--- src/rtl/operation_i_param.sv ---
// Iterative accumulator: loads a seed and a count from selected input channels,
// then adds INC once per clock for count cycles, with wrap or saturate overflow.
module operation_i_param #(
  parameter int unsigned     BW  = 16,
  parameter longint unsigned INC = 2,
  parameter int unsigned     NIN = 2,
  parameter int unsigned     SI  = 0,
  parameter int unsigned     CI  = 1,
  parameter int unsigned     SAT = 0
) (
  input  logic              CLK,
  input  logic              RST,
  input  logic              ST,
  input  logic [NIN*BW-1:0] IN,
  output logic              RD,
  output logic [BW-1:0]     RES,
  output logic              OVF
);

  typedef enum logic [1:0] {IDLE, RUN, DONE} state_t;

  localparam logic [BW-1:0] INC_W = BW'(INC);
  localparam logic [BW-1:0] ONE   = 1;

  state_t            state, state_nx;
  logic [BW-1:0]     acc, acc_nx;
  logic [BW-1:0]     cnt, cnt_nx;
  logic              ovf, ovf_nx;
  logic [BW:0]       sum;
  logic [BW-1:0]     seed, count;
  logic              unused_in;

  assign seed      = IN[SI*BW +: BW];
  assign count     = IN[CI*BW +: BW];
  // Channels other than seed/count are don't-care; fold them into a sink.
  assign unused_in = ^IN;

  // One extra bit so the carry out is the overflow flag.
  assign sum = {1'b0, acc} + {1'b0, INC_W};

  always_ff @(posedge CLK or posedge RST) begin
    if (RST) begin
      state <= IDLE;
      acc   <= '0;
      cnt   <= '0;
      ovf   <= 1'b0;
    end else begin
      state <= state_nx;
      acc   <= acc_nx;
      cnt   <= cnt_nx;
      ovf   <= ovf_nx;
    end
  end

  always_comb begin
    state_nx = state;
    acc_nx   = acc;
    cnt_nx   = cnt;
    ovf_nx   = ovf;
    case (state)
      IDLE: begin
        if (ST) begin
          acc_nx   = seed;
          cnt_nx   = count;
          ovf_nx   = 1'b0;
          state_nx = RUN;
        end
      end
      RUN: begin
        // Dropping ST aborts with the partial result left in place.
        if (!ST) begin
          state_nx = IDLE;
        end else if (cnt != '0) begin
          cnt_nx = cnt - ONE;
          if (sum[BW]) begin
            ovf_nx = 1'b1;
            acc_nx = (SAT != 0) ? '1 : sum[BW-1:0];
          end else begin
            acc_nx = sum[BW-1:0];
          end
        end else begin
          state_nx = DONE;
        end
      end
      DONE: begin
        if (!ST) state_nx = IDLE;
      end
      default: state_nx = IDLE;
    endcase
  end

  assign RD  = (state == DONE);
  assign RES = acc;
  assign OVF = ovf;

endmodule

--- config.mk ---
export PLATFORM = sky130hd
export DESIGN_NAME = operation_i_param
export DESIGN_NICKNAME = d
export VERILOG_FILES = /design/src/rtl/operation_i_param.sv
export SDC_FILE = /design/constraint.sdc
export NUM_CORES = 1
export LEC_CHECK = 0
export ABC_AREA = 1
export CAP_MARGIN = 20
export CORE_MARGIN = 2
export CORE_UTILIZATION = 47
export DETAILED_ROUTE_END_ITERATION = 10
export MAX_ROUTING_LAYER = met4
export PLACE_DENSITY = 0.81
export SLEW_MARGIN = 40
export SYNTH_ARGS = -nofsm -noshare
export SYNTH_HDL_FRONTEND = slang
export SYNTH_SLANG_ARGS = --single-unit
--- constraint.sdc ---
create_clock -name CLK -period 1.4 [get_ports CLK]
set_input_delay 0.28 -clock CLK [delete_from_list [all_inputs] [get_ports CLK]]
set_output_delay 0.28 -clock CLK [all_outputs]
set_load 0.1 [all_outputs]
==> results.json <==
{
  "io_pins": 53,
  "layout-drive-gt1-share": 0.3054,
  "drv_cap": 0,
  "clock_skew_ps": 13.31,
  "drv_slew": 0,
  "die_area_um2": 6008,
  "peakVddDrop_mv": 0.7369,
  "reg2reg_from": "cnt[1]",
  "use_met3": 0.04302,
  "pwr-share-seq": 0.333,
  "cp-end-kind": "flip-flop",
  "cts_buffers": 5,
  "whs_ps": 331.1,
  "syn_nets": 441,
  "netlist_area_um2": 2540,
  "ys_types": 28,
  "synth_seq_cells": 35,
  "final_common_cell": "nand2_1",
  "drtIter0Drc": 286,
  "cts_sinks": 35,
  "reg2reg_to": "cnt[9]",
  "synth_warnings": 0,
  "clock_path_buffers": 2,
  "place_ws_ps": -123.4,
  "core_area_um2": 5172,
  "path_clk_slew_ps": 80,
  "die_w_um": 77.51,
  "avgRoutedWirePerCell_um": 14.27,
  "post-route-util": 0.7767,
  "worstSkewPairLatency_ps": 300,
  "hp-class": "primary input to async pin",
  "yosysSeqAreaShare": 0.3448,
  "wirelength_mm": 8.148,
  "htreeDepth": 2,
  "place.gp.congestion": 0.8625,
  "grt_pass1_vias": 2918,
  "worst-path-max-fanout": 9,
  "gr-usage-met2": 0.4687,
  "grt.total_usage": 0.2795,
  "initial_core_util": 0.4910,
  "layout_common_cells": "nand2_1, buf_4, clkdlybuf4s50_1",
  "antenna_left": 0,
  "finalWorstSetupSlack_ps": -131.3,
  "swShare": 0.4161,
  "antenna_found_initial": 0,
  "fmax_mhz": 653.0,
  "postCtsHoldBufs": 0,
  "worstMarginPinSlew_ps": 348.4,
  "worst_ep_arrival_time_ps": 1700,
  "tritoncts": "built",
  "postSynthAreaPerCell_um2": 6.287,
  "reg2reg_depth": 10,
  "dp_hpwl_mm": 5.325,
  "post-route-period-util": 1.094,
  "grt_start_max_net_pins": 36,
  "power_frac_comb": 0.474,
  "clock_power_share": 0.193,
  "grt_pass1_wl_mm": 13.17,
  "via_per_inst": 5.266,
  "worstSetupPathType": "flip-flop to flip-flop",
  "top_usage_layer": "met2",
  "rsz0062_at_grt": "true",
  "cp.required_ps": 1570,
  "rrSetupSlack_ps": -130,
  "vias": 3007,
  "nets": 537,
  "diodes": 0,
  "grt.overflow.total": 0,
  "fp-row-count": 26,
  "violations": "setup timing",
  "p_leak_nw": 1.969,
  "final.setup.tns_ps": -2342,
  "portBuffers": 52,
  "power_switching_mw": 1.675,
  "netlist_instances": 404,
  "die_y_um": 77.51,
  "area_delta_synth_final_pct": 58.18,
  "firstDrtPassIters": 5,
  "p_per_area_nw_per_um2": 1002,
  "finalCriticalPeriod_ps": 1531,
  "status": "complete, but fails checks",
  "startpoint_type": "flip-flop",
  "met1_usage": 0.3482,
  "finalSetupViolCount": 32,
  "p_int_mw": 2.350,
  "clockRootBuffer": "clkbuf_8",
  "hold_viol": 0,
  "max_slew_margin": 0.7674,
  "drc": 0
}
cell usage after synthesis:
cell	instances	area share
o21ai_2	9	0.031
nor2_4	2	0.0089
o31ai_1	1	0.0030
o21ai_1	3	0.0059
xor2_1	1	0.0034
or2_2	1	0.0025
nand2_2	1	0.0025
dfrtp_1	35	0.34
nand2_4	1	0.0044
nand3b_1	3	0.0089
nand4_1	6	0.015
buf_2	4	0.0079
nand2_1	188	0.28
inv_1	36	0.053
nor2_1	42	0.062
a21oi_1	9	0.018
inv_2	2	0.0030
a31oi_1	1	0.0025
nor2_2	1	0.0025
nand3_1	30	0.059
inv_4	1	0.0025
nor2_8	1	0.0079
nand3_2	1	0.0039
o21ai_0	14	0.028
ha_1	2	0.0099
o21bai_1	1	0.0030
buf_6	6	0.027
clkbuf_1	2	0.0030
state kept, by name, indices dropped and copies added, names as in the netlist:
signal  cells
OVF         1
RES        16
cnt        16
state       2
kinds of logic (layout without fill, tap and decap cells):
group / Yosys count / after routing / share of synthesized area
adder cells (fa/ha/maj): 2 / 2 / 0.009851
XOR/XNOR: 1 / 1 / 0.003449
flip-flops: 35 / 35 / 0.3448
AO/OA/AOI/OAI: 38 / 38 / 0.09064
AND/OR/NAND/NOR: 277 / 277 / 0.4552
buffers and inverters: 51 / 148 / 0.09606
cell type report:
type                    count  area (um2)
multi-input cells         318        1602
repair buffers            101        1165
fillers                   343        1155
flip-flops and latches     35       918.4
inverters                  39       153.9
well taps                  70       87.58
clock buffers               7       86.33
clock inverters             1       5.005
repair_timing:
item,CTS,global route
endpoints found under the setup margin,33,38
gates cloned,1,0
gates resized for setup,16,34
pin swaps,2,4
buffers inserted,6,3
power groups by stage:
stage	registers, mW	clock network, mW	logic [mW]
finish	1.34	0.776	1.91
global route	1.35	0.820	2.04
CTS	1.32	0.759	1.79
detailed placement	1.34	0	1.73
global placement	1.33	0	1.69
floorplan	1.75	0	0.578
worst max-delay path by stage:
stage,slack [ps],endpoint,start
2_1_floorplan,-120,RES[11],RES[1]
3_3_place_gp,-80,OVF,ST
3_5_place_dp,-120,RES[4],cnt[0]
4_1_cts,-70,RES[4],cnt[1]
5_1_grt,-200,cnt[9],cnt[2]
6_report,-130,cnt[9],cnt[1]
worst max-delay path, stage by stage, from the launching register on:
cell     delay (ps)
dfrtp_1         380
inv_2           100
ha_4            160
nand2_4          70
nor2_4          110
nand3_2         100
nand2_4         100
nor2_8           70
buf_12          160
nand2_1          80
o21ai_1          70
routing by layer:
metal	part of all wire	vias up	wire length, um
met5	0	-	0
met4	0.025	0	206
met3	0.074	24	599
met2	0.50	155	4089
met1	0.40	1375	3253
li1	-	1453	-
per-stage QoR:
stage	cells	total power, mW	instance area, um2
finish	571	4.025	4018
global route	571	4.215	4018
CTS	568	3.875	3882
detailed placement	553	3.067	3680
global placement	553	3.026	3680
floorplan	404	2.332	2644
Note: power is estimated with default switching activity, not from simulation.
